`src/rtl/gon_pkg.sv`:
```
// Shared types and constants for the GON bus arbiter.
// XID_BITS sets the GON bus ID width; it falls back to 4 when the build does not define it.
`ifndef XID_BITS
`define XID_BITS 4
`endif

package gon_pkg;

  typedef enum logic [1:0] {
    ARB_IDLE = 2'd0,
    ARB_XFER = 2'd1,
    ARB_DONE = 2'd2
  } gon_arb_state_e;

  localparam int GON_ID_BITS = `XID_BITS;
  localparam logic [GON_ID_BITS-1:0] GON_IDLE_TAG = {GON_ID_BITS{1'b1}};

endpackage

```
`src/rtl/gon_bus_arbiter_rr_picker.sv`:
```
// Round-robin picker: first asserted request at or after ptr (wrapping), as one-hot and index.
module rr_picker #(
  parameter int NUMS_REQ = 4,
  parameter int PTR_W    = (NUMS_REQ > 1) ? $clog2(NUMS_REQ) : 1
) (
  input  logic [NUMS_REQ-1:0] req,
  input  logic [PTR_W-1:0]    ptr,
  output logic [NUMS_REQ-1:0] win_oh,
  output logic [PTR_W-1:0]    win_idx,
  output logic                found
);

  logic [PTR_W-1:0] k;

  always_comb begin
    win_oh  = '0;
    win_idx = '0;
    found   = 1'b0;
    k       = '0;
    for (int i = 0; i < NUMS_REQ; i++) begin
      k = PTR_W'((int'(ptr) + i) % NUMS_REQ);
      if (!found && req[k]) begin
        found      = 1'b1;
        win_oh[k]  = 1'b1;
        win_idx    = k;
      end
    end
  end

endmodule

```
`src/rtl/gon_bus_arbiter.sv`:
```
// Round-robin burst arbiter for one GON bus: grants a requester, drives its tag, counts beats.
// Optional stall abort is enabled by defining GON_ARB_TIMEOUT_EN.
module gon_bus_arbiter
  import gon_pkg::*;
#(
  parameter int                   NUMS_REQ = 4,
  parameter int                   ID_SIZE  = `XID_BITS,
  parameter int                   LEN_BITS = 8,
  parameter logic [ID_SIZE-1:0]   IDLE_TAG = {ID_SIZE{1'b1}},
  parameter int                   TIMEOUT  = 255
) (
  input  logic                           clk,
  input  logic                           rst,
  input  logic [NUMS_REQ-1:0]            req,
  input  logic [NUMS_REQ*ID_SIZE-1:0]    req_tag,
  input  logic [NUMS_REQ*LEN_BITS-1:0]   req_len,
  output logic [NUMS_REQ-1:0]            grant,
  output logic [NUMS_REQ-1:0]            done,
  output logic [ID_SIZE-1:0]             bus_tag,
  input  logic                           bus_valid,
  input  logic                           bus_ready,
  output logic [LEN_BITS-1:0]            beat_cnt,
  output logic                           busy,
  output logic                           timeout_err
);

  localparam int PTR_W = (NUMS_REQ > 1) ? $clog2(NUMS_REQ) : 1;

  gon_arb_state_e        state;
  logic [PTR_W-1:0]      rr_ptr;
  logic [LEN_BITS-1:0]   lat_len;

  logic [NUMS_REQ-1:0]   pick_oh;
  logic [PTR_W-1:0]      pick_idx;
  logic                  pick_found;
  logic [PTR_W-1:0]      ptr_next;

  logic                  beat;
  logic                  len_zero;
  logic [LEN_BITS-1:0]   cnt_next;
  logic                  beat_end;
  logic                  xfer_end;

  function automatic logic [LEN_BITS-1:0] sat_inc(input logic [LEN_BITS-1:0] v);
    return (&v) ? v : v + 1'b1;
  endfunction

  rr_picker #(
    .NUMS_REQ (NUMS_REQ),
    .PTR_W    (PTR_W)
  ) u_picker (
    .req     (req),
    .ptr     (rr_ptr),
    .win_oh  (pick_oh),
    .win_idx (pick_idx),
    .found   (pick_found)
  );

  assign ptr_next = (pick_idx == PTR_W'(NUMS_REQ - 1)) ? '0 : pick_idx + 1'b1;
  assign beat     = bus_valid & bus_ready;
  assign len_zero = (lat_len == '0);
  assign cnt_next = sat_inc(beat_cnt);
  assign beat_end = beat && !len_zero && (cnt_next == lat_len);

`ifdef GON_ARB_TIMEOUT_EN
  localparam int STALL_W = $clog2(TIMEOUT + 1);

  logic [STALL_W-1:0] stall_cnt;
  logic               stall_end;
  logic               timeout_err_r;

  assign stall_end   = !len_zero && !beat && (stall_cnt == STALL_W'(TIMEOUT - 1));
  assign xfer_end    = len_zero | beat_end | stall_end;
  assign timeout_err = timeout_err_r;

  // Stall counter restarts on every grant and every beat; the abort flag is sticky.
  always_ff @(posedge clk or negedge rst) begin
    if (!rst) begin
      stall_cnt     <= '0;
      timeout_err_r <= 1'b0;
    end else if (state == ARB_IDLE) begin
      stall_cnt <= '0;
    end else if (state == ARB_XFER) begin
      if (beat) stall_cnt <= '0;
      else      stall_cnt <= stall_cnt + 1'b1;
      if (stall_end) timeout_err_r <= 1'b1;
    end
  end
`else
  logic unused_cfg;

  assign unused_cfg  = (TIMEOUT == 0);
  assign xfer_end    = len_zero | beat_end;
  assign timeout_err = 1'b0;
`endif

  always_ff @(posedge clk or negedge rst) begin
    if (!rst) begin
      state    <= ARB_IDLE;
      grant    <= '0;
      done     <= '0;
      bus_tag  <= IDLE_TAG;
      beat_cnt <= '0;
      rr_ptr   <= '0;
      lat_len  <= '0;
      busy     <= 1'b0;
    end else begin
      done <= '0;
      case (state)
        ARB_IDLE: begin
          if (pick_found) begin
            state    <= ARB_XFER;
            busy     <= 1'b1;
            grant    <= pick_oh;
            bus_tag  <= req_tag[pick_idx*ID_SIZE +: ID_SIZE];
            lat_len  <= req_len[pick_idx*LEN_BITS +: LEN_BITS];
            beat_cnt <= '0;
            rr_ptr   <= ptr_next;
          end
        end
        ARB_XFER: begin
          // Beats arriving on a zero-length burst are not counted.
          if (beat && !len_zero) beat_cnt <= cnt_next;
          if (xfer_end) begin
            state   <= ARB_DONE;
            grant   <= '0;
            done    <= grant;
            bus_tag <= IDLE_TAG;
          end
        end
        ARB_DONE: begin
          state <= ARB_IDLE;
          busy  <= 1'b0;
        end
        default: begin
          state <= ARB_IDLE;
          busy  <= 1'b0;
        end
      endcase
    end
  end

endmodule

```
`config.mk`:
```
export PLATFORM = sky130hd
export DESIGN_NAME = gon_bus_arbiter
export DESIGN_NICKNAME = d
export VERILOG_FILES = /design/src/rtl/gon_pkg.sv /design/src/rtl/gon_bus_arbiter_rr_picker.sv /design/src/rtl/gon_bus_arbiter.sv
export SDC_FILE = /design/constraint.sdc
export NUM_CORES = 1
export LEC_CHECK = 0
export ABC_AREA = 0
export ABC_CLOCK_PERIOD_IN_PS = 3300
export BUFFER_PORTS_ARGS = -buffer_cell sky130_fd_sc_hd__buf_4
export CELL_PAD_IN_SITES_DETAIL_PLACEMENT = 0
export CELL_PAD_IN_SITES_GLOBAL_PLACEMENT = 1
export CORE_UTILIZATION = 35
export DETAILED_ROUTE_END_ITERATION = 16
export PLACE_DENSITY_LB_ADDON = 0.1
export SETUP_SLACK_MARGIN = 0.5
export SLEW_MARGIN = 10
export SYNTH_ARGS = -nofsm -noshare
export SYNTH_HDL_FRONTEND = slang
export SYNTH_HIERARCHICAL = 1
export SYNTH_SLANG_ARGS = --single-unit
export TNS_END_PERCENT = 30
```
`constraint.sdc`:
```
create_clock -name clk -period 3.3 [get_ports clk]
set_clock_uncertainty 0.1 [all_clocks]
set_input_delay 0.99 -clock clk [delete_from_list [all_inputs] [get_ports clk]]
set_output_delay 0.99 -clock clk [all_outputs]
set_load 0.02 [all_outputs]
```
== Yosys cells after proc, flatten, opt, wreduce, memory -nomap -nowiden ==
Index checks and enable logic that the tools add are counted.

* $add $sub $neg: 5
* Magnitude comparators: 8
* Eq/ne operators: 6
* Shift operators: 2
* Mux-type cells: 46
* Bitwise operators: 6
* Reductions and logical operators: 22

{| class="wikitable"
|+ Operators by type and width
! operator !! count
|-
| 4-bit 2-to-1 mux || 10
|-
| 32-bit by 6-bit variable part select with 8-bit output || 1
|-
| 8-bit 2-to-1 mux || 3
|-
| 4-bit one-hot mux with 2 select lines || 2
|-
| 8-bit one-hot mux with 2 select lines || 1
|-
| 16-bit by 5-bit variable part select with 4-bit output || 1
|-
| 2-bit 2-to-1 mux || 7
|-
| 1-bit 2-to-1 mux || 13
|-
| 2-bit by 3-bit < comparator with 1-bit output, second input constant || 4
|-
| 4-bit bitwise OR || 3
|-
| 1-bit logical AND || 9
|-
| 8-bit by 1-bit adder with 8-bit output, second input constant || 1
|-
| 1-bit binary-select mux with 2-bit select || 4
|-
| 1-bit demux with 2-bit select || 4
|-
| 8-bit == test || 1
|-
| 2-bit by 1-bit >= comparator with 1-bit output, second input constant || 4
|-
| 8-bit logical NOT || 1
|-
| 8-bit AND reduction || 1
|-
| 2-bit != test, second input constant || 3
|-
| 2-bit AND reduction || 3
|-
| 3-bit AND reduction || 2
|-
| 2-bit by 1-bit adder with 2-bit output, second input constant || 2
|-
| 2-bit adder, second input constant || 2
|-
| 1-bit logical NOT || 4
|-
| other kinds (9) || 9
|}

* Register bits: 33
* Output and inout bits: 22
* Word-level logic and storage cells: 103

== Longest topological paths before layout ==
Gate-level depths: netlist of run 1.

* Depth after elaboration: 15
* Mapped depth: 12
* Mapped depth without buffers: 9

== By module ==
Netlist of run 1, hierarchy kept.

{| class="wikitable"
|+ By module, submodules not included
! module !! times used !! cells each !! area each (um^2)
|-
| gon_bus_arbiter || 1 || 215 || 2090.8
|-
| rr_picker || 1 || 45 || 419.2
|}

== Worst setup path before layout of run 1 ==
Ideal clock, no wire load.

* Path kind: in2reg
* From: input req[3]
* To: register bus_tag[1]
* Setup time: 82 ps
* Arrival time: 3677 ps
* Data required time: 3118 ps
* Setup slack: -559 ps
* Stages: 7
* Path buffers: 2
* Cells stage by stage: mux4_2 clkbuf_1 o31ai_1 buf_1 mux4_2 o21ai_0 a21oi_1

* Cells in the longest elaborated chain, start to end: 15

{| class="wikitable"
|+ RTL lines
! item !! RTL line !! source
|-
| start, declared || gon_bus_arbiter.sv:14 || <nowiki>input logic [NUMS_REQ-1:0] req,</nowiki>
|-
| 1-bit binary-select mux with 2-bit select || gon_bus_arbiter_rr_picker.sv:22 || <nowiki>if (!found && req[k]) begin</nowiki>
|-
| 1-bit 2-to-1 mux (not written as such) || gon_bus_arbiter_rr_picker.sv:22 ||
|-
| 1-bit 2-to-1 mux || gon_bus_arbiter_rr_picker.sv:22 ||
|-
| 1-bit logical NOT || gon_bus_arbiter_rr_picker.sv:22 ||
|-
| 1-bit logical AND || gon_bus_arbiter_rr_picker.sv:22 ||
|-
| 1-bit 2-to-1 mux || gon_bus_arbiter_rr_picker.sv:22 ||
|-
| 1-bit logical NOT || gon_bus_arbiter_rr_picker.sv:22 ||
|-
| 1-bit logical AND || gon_bus_arbiter_rr_picker.sv:22 ||
|-
| 1-bit 2-to-1 mux || gon_bus_arbiter_rr_picker.sv:22 ||
|-
| 1-bit logical NOT || gon_bus_arbiter_rr_picker.sv:22 ||
|-
| 1-bit logical AND || gon_bus_arbiter_rr_picker.sv:22 ||
|-
| 2-bit 2-to-1 mux (*) || gon_bus_arbiter_rr_picker.sv:22 ||
|-
| via pick_idx[0] || gon_bus_arbiter.sv:34 || <nowiki>logic [PTR_W-1:0] pick_idx;</nowiki>
|-
| 16-bit by 5-bit variable part select with 4-bit output (*) || gon_bus_arbiter.sv:115 || <nowiki>bus_tag <= req_tag[pick_idx*ID_SIZE +: ID_SIZE];</nowiki>
|-
| 4-bit 2-to-1 mux (*) || gon_bus_arbiter.sv:111 || <nowiki>if (pick_found) begin</nowiki>
|-
| 4-bit one-hot mux with 2 select lines (*) || gon_bus_arbiter.sv:109 || <nowiki>case (state)</nowiki>
|-
| end signal, assigned || gon_bus_arbiter.sv:115 ||
|-
| end, declared || gon_bus_arbiter.sv:19 || <nowiki>output logic [ID_SIZE-1:0] bus_tag,</nowiki>
|}

The timed path passes the listed nets; every way through them passes the cells marked *. The select of a mux whose other input is x is not followed.
A chain may end at the register's enable or synchronous reset.

== Worst setup path after layout of run 1 ==
* From: input req[2]
* To: register bus_tag[1]

Same word-level chain as after synthesis.

==> results of run 1 <==
## logic make-up (layout without fill, tap and decap cells)
group / Yosys count / count (layout) / synth area share (%)
adders and majority gates: 7 / 7 / 3.49
xor gates and xnor gates: 6 / 6 / 2.09
buffers and inverters: 22 / 118 / 4.39
and+or+nand+nor: 104 / 104 / 23.0
muxes: 22 / 22 / 17.2
other: 1 / 1 / 0.149
AOI/OAI and AO/OA: 65 / 66 / 16.6
DFF: 33 / 33 / 33.1
## worst max-delay path, cell delays in order
cell	delay [ns]
buf_6	0.10
buf_6	0.11
mux4_2	0.56
and2b_2	0.28
o21ai_4	0.07
o31ai_4	0.11
buf_12	0.19
mux4_2	0.51
o21ai_2	0.14
a21oi_2	0.04
## what timing repair did
action,4_1_cts,5_1_grt
hold endpoints to repair,0,0
setup buffers,7,4
pin swaps,8,9
resized for setup,24,18
setup endpoints to repair,29,29
gates cloned,2,0
## report_power, final
group / switching (mW) / internal [mW]
Clock: 0.159 / 0.146
Sequential: 0.176 / 0.569
Combinational: 1.13 / 1.20
## area by class of cell
class,instances,area share [%]
Clock inverter,3,0.490
Inverter,5,0.524
Clock buffer,5,1.92
Tap cell,96,3.36
Timing Repair Buffer,105,23.6
Sequential cell,33,23.3
Multi-Input combinational cell,206,46.9
## flip-flops by register name, indices dropped and copies added (netlist names)
name and cells:
done 4, bus_tag 4, grant 4, busy 1
rr_ptr 2, lat_len 8, state 2, beat_cnt 8
## stage by stage
stage                     setup WS [ns]  instances  setup TNS (ns)  power, mW
final                             0.326        453               0       3.38
after global routing              0.273        453               0       3.63
after CTS                         0.329        449               0       3.29
after detailed placement         -0.293        432           -3.23       2.62
after global placement           -0.265        432           -2.94       2.60
after floorplan                   0.167        260               0       2.12
## worst min path at each step
| stage | from | end | cells after the start |
|---|---|---|---|
| after floorplan | state[1] | busy | 1 |
| after global placement | state[1] | busy | 1 |
| after detailed placement | state[1] | busy | 1 |
| after CTS | state[1] | busy | 1 |
| after global routing | state[1] | busy | 1 |
| final | state[1] | busy | 1 |
## synthesized netlist by cell type, types with 2 or more instances
library cell	number	share of area, %
a21oi_1	13	2.6
nor3_1	9	1.8
o211a_1	4	1.6
buf_4	2	0.60
a31oi_1	3	0.75
a22oi_1	8	2.4
a211oi_1	3	0.90
and2_1	2	0.50
buf_2	3	0.60
dfrtp_1	29	29
clkbuf_1	7	1.0
o21ai_0	22	4.4
mux2i_1	3	1.2
a311oi_1	2	0.70
mux4_1	2	2.1
nor4_1	3	0.75
nand2b_1	2	0.50
nand2_1	37	5.5
xor2_1	3	1.0
nand4b_1	2	0.70
mux4_2	14	13
nand4_1	2	0.50
o31ai_1	3	0.90
nand3_1	6	1.2
dfstp_2	4	4.2
or3_1	5	1.2
nor2b_1	4	1.0
and4_1	3	1.0
buf_1	2	0.30
and3_1	8	2.0
buf_6	2	0.90
mux2_2	3	1.3
ha_1	7	3.5
nor2_1	11	1.6
or4_4	2	0.90
xnor2_1	3	1.0
inv_1	5	0.75
o211ai_1	2	0.60
## layer usage
metal  vias to the layer above  wire length (µm)  GRT usage, %
li1                       1176                 -             -
met2                        84              3350          32.9
met4                         0               181          6.97
met3                        11               303          3.33
met5                         -                 0             0
met1                      1151              3300          26.7
==> results.json, run 1 <==
{
  "outcome": "finished clean",
  "ant_nets": 0,
  "seq_area_um2": 832,
  "die_y_um": 86.7,
  "ys_warn_count": 6,
  "gp_congestion": 0.770,
  "synth_edf_count": 0,
  "ctsHoldBuffers": 0,
  "dieArea_mm2": 0.00751,
  "grt_max_degree": 34,
  "vias": 2422,
  "cts_buffers": 5,
  "fin_nets": 419,
  "multi_input_area_mm2": 0.00168,
  "layout_common_cells": "buf_4 (97), nand2_1 (37), dfrtp_1 (28)",
  "finalCritPeriodShare_pct": 90.1,
  "start_util_pct": 36.5,
  "port_buffers": 76,
  "max_freq_mhz": 336,
  "start_kind": "primary input",
  "rsz0062_at_grt": "true",
  "drc": 0,
  "cts_buffer_depth": 2,
  "drive_above_1_share_pct": 46.5,
  "wl_per_cell_um": 15.7,
  "holdWs_ns": 0.402,
  "ys_seq_area_share_pct": 33.1,
  "post-route-util_pct": 52.1,
  "critPathRequiredTime_ns": 3.42,
  "avgSynthCellArea_um2": 9.65,
  "crit_start": "req[2]",
  "tightest_slew_ns": 0.574,
  "grt_pass1_wl_mm": 11.6,
  "grt.overflow.total": 0,
  "synth_seq_cells": 33,
  "fin_area_mm2": 0.00358,
  "power.leakage_nw": 1.64,
  "dp_hpwl_mm": 5.03,
  "routed_via_density": 5.35,
  "r2r_cells": 10,
  "clkTransAtPathRegs_ns": 0.07,
  "cts_tree": "yes",
  "period_minus_slack_ns": 2.97,
  "cts_sinks": 33,
  "ctsHtreeMaxLevel": 2,
  "track_usage_pct": 20.0,
  "final_common_cell": "buf_4",
  "cp-end-kind": "flop",
  "grt_pass1_vias": 2313,
  "syn_inst": 260,
  "yosys_most_used_dff": "dfrtp_1",
  "drv_cap": 0,
  "drt_iter0_drc": 96,
  "synth-async-reset-ratio_pct": 100,
  "antenna_found_initial": 0,
  "hold_viol": 0,
  "worst_r2r_endpoint": "bus_tag[1]",
  "slew_headroom_pct": 61.7,
  "vdd_drop_max_v": 0.000633,
  "path_max_fanout": 7,
  "critical_path_arrival_ns": 3.09,
  "fp-row-count": 30,
  "path_class": "in2reg",
  "io_pins": 78,
  "syn-num-nets": 323,
  "die_x_um": 86.7,
  "setup_viol": 0,
  "timing.rr.start": "rr_ptr[1]",
  "p_per_area_mw_per_mm2": 943,
  "area_growth_pct": 42.6,
  "hold_class": "reg2reg",
  "finalMaxSlewViolations": 0,
  "syn_area_mm2": 0.00251,
  "routed_wl_mm": 7.13,
  "diodes": 0,
  "crit_end": "bus_tag[1]",
  "first_pass_iters": 4,
  "reg2reg_slack_ns": 0.40,
  "cts_root_buf": "clkbuf_8",
  "ys_types": 53,
  "fillers": 648,
  "core_area_mm2": 0.00687,
  "placed_area_mm2": 0.00325,
  "clk_latency_ns": 0.29
}
Note: power is estimated with default switching activity, not from simulation.
==> run 2: changes to the inputs <==
- RECOVER_POWER: default -> 100
==> run 2 against run 1 <==
Net effect: power fell by 2.8%; global-route usage unchanged; routed wire length increased by 0.58%; via count up 0.62%; combinational power decreased by 4%; non-clock buffer count is the same; cell count unchanged; die area unchanged; critical path depth shrank 2; fmax is 4.1% lower; the flow now finishes with violations (capacitance limit, slew limit).
==> results.json, run 2 (same netlist as run 1, synthesis figures left out) <==
{
  "cts_root_buf": "clkbuf_8",
  "p_per_area_mw_per_mm2": 944,
  "dp_hpwl_mm": 5.03,
  "vdd_drop_max_v": 0.000600,
  "hold_class": "reg2reg",
  "fillers": 669,
  "core_area_mm2": 0.00687,
  "routed_wl_mm": 7.17,
  "largestRegisters": "beat_cnt: 8 flops, lat_len: 8 flops",
  "area_growth_pct": 38.4,
  "drive_above_1_share_pct": 37.8,
  "place_ws_ns": -0.293,
  "routed_via_density": 5.38,
  "slew_headroom_pct": -21.6,
  "p_sw_share_pct": 44.0,
  "die_y_um": 86.7,
  "cts_buffer_depth": 2,
  "cts_sinks": 33,
  "critPathRequiredTime_ns": 3.42,
  "p_comb_share_pct": 68.3,
  "final_common_cell": "buf_4",
  "die_x_um": 86.7,
  "start_kind": "primary input",
  "wl_per_cell_um": 15.8,
  "wl_met2_mm": 3.33,
  "drv_cap": 1,
  "cts_buffers": 5,
  "port_buffers": 76,
  "rsz0062_at_grt": "true",
  "drt-met1-wl_mm": 3.35,
  "met3_length_um": 313,
  "grt_pass1_vias": 2313,
  "clk_latency_ns": 0.29,
  "power_frac_clock_pct": 9.3,
  "tightest_slew_ns": 1.82,
  "fin_nets": 419,
  "diodes": 0,
  "hold_end": "busy",
  "fp-row-count": 30,
  "finalSetupTns_ns": 0,
  "cts_tree": "yes",
  "grt.overflow.total": 0,
  "first_pass_iters": 5,
  "worst_r2r_endpoint": "bus_tag[1]",
  "p_int_mw": 1.84,
  "setup_viol": 0,
  "outcome": "finished, violations left",
  "layout_common_cells": "buf_4 (77), nand2_1 (37), dfrtp_1 (29)",
  "ant_nets": 0,
  "hold_depth": 1,
  "r2r_cells": 8,
  "period_minus_slack_ns": 3.10,
  "min_from": "state[1]",
  "grt_pass1_wl_mm": 11.6,
  "critical_path_arrival_ns": 3.22,
  "timing.rr.start": "rr_ptr[1]",
  "io_pins": 78,
  "power.leakage_nw": 1.55,
  "path_max_fanout": 7,
  "cp-end-kind": "flop",
  "track_usage_pct": 20.0,
  "drt_iter0_drc": 75,
  "drc": 0,
  "start_util_pct": 36.5,
  "ctsHtreeMaxLevel": 2,
  "violations": "capacitance limit, slew limit",
  "vias": 2437,
  "setup_ws_ns": 0.198,
  "holdWs_ns": 0.407,
  "hold_viol": 0,
  "finalMaxSlewViolations": 34,
  "grt_max_degree": 34,
  "ctsHoldBuffers": 0,
  "path_class": "in2reg",
  "seqPwrFrac_pct": 22.4,
  "dieArea_mm2": 0.00751,
  "clkTransAtPathRegs_ns": 0.07,
  "gp_congestion": 0.770,
  "switching_power_mw": 1.44,
  "finalCritPeriodShare_pct": 94.0,
  "reg2reg_slack_ns": 0.28,
  "max_freq_mhz": 322,
  "antenna_found_initial": 0,
  "dr.max_layer_used": "met4"
}
## run 2: critical path, cell delays in order
cell	delay [ns]
buf_4	0.12
mux4_2	0.50
buf_6	0.15
nor3_1	0.44
a32o_2	0.41
mux4_2	0.34
o21ai_0	0.22
a21oi_2	0.05
## run 2: stage by stage
stage	power [mW]	area [µm²]	utilization, %	std cells
4_1_cts	3.29	3500	51.0	449
2_1_floorplan	2.12	2540	-	260
3_3_place_gp	2.60	3250	47.3	432
6_report	3.28	3470	50.6	453
3_5_place_dp	2.62	3250	47.3	432
5_1_grt	3.53	3470	50.6	453
## run 2: layer usage
layer | up-vias | track usage (%)
li1 | 1175 | -
met2 | 89 | 32.9
met5 | - | 0
met4 | 0 | 6.97
met3 | 12 | 3.33
met1 | 1161 | 26.7
## run 2: worst max-delay path by stage
stage                       from          to  slack (ns)  depth (start not counted)
after floorplan           req[3]  bus_tag[1]        0.17                          7
after global placement    req[0]  bus_tag[0]       -0.26                          8
after detailed placement  req[0]  bus_tag[0]       -0.29                          8
after CTS                 req[2]  bus_tag[1]        0.33                         10
after global routing      req[2]  bus_tag[1]        0.14                          8
final                     req[1]  bus_tag[1]        0.20                          8
## run 2: power groups by stage
stage	Combinational [mW]	Clock (mW)	Sequential (mW)
after floorplan	1.34	0	0.779
after detailed placement	1.87	0	0.748
after global routing	2.44	0.332	0.756
after global placement	1.85	0	0.746
after CTS	2.23	0.314	0.742
final	2.24	0.305	0.735
## run 2: timing repair
| action | 4_1_cts | 5_1_grt |
|---|---|---|
| endpoints found under the hold margin | 0 | 0 |
| pin swaps | 8 | 9 |
| cloned | 2 | 0 |
| resized for setup | 24 | 18 |
| endpoints found under the setup margin | 29 | 29 |
| setup buffers | 7 | 4 |
## run 2: final cells by class
class | instances | area [µm²] | share of cell area (%)
Timing Repair Buffer | 105 | 768 | 22.1
Inverter | 5 | 18.8 | 0.540
Sequential cell | 33 | 831 | 23.9
Multi-Input combinational cell | 206 | 1650 | 47.5
Clock buffer | 5 | 68.8 | 1.98
Tap cell | 96 | 120 | 3.46
Clock inverter | 3 | 17.5 | 0.504
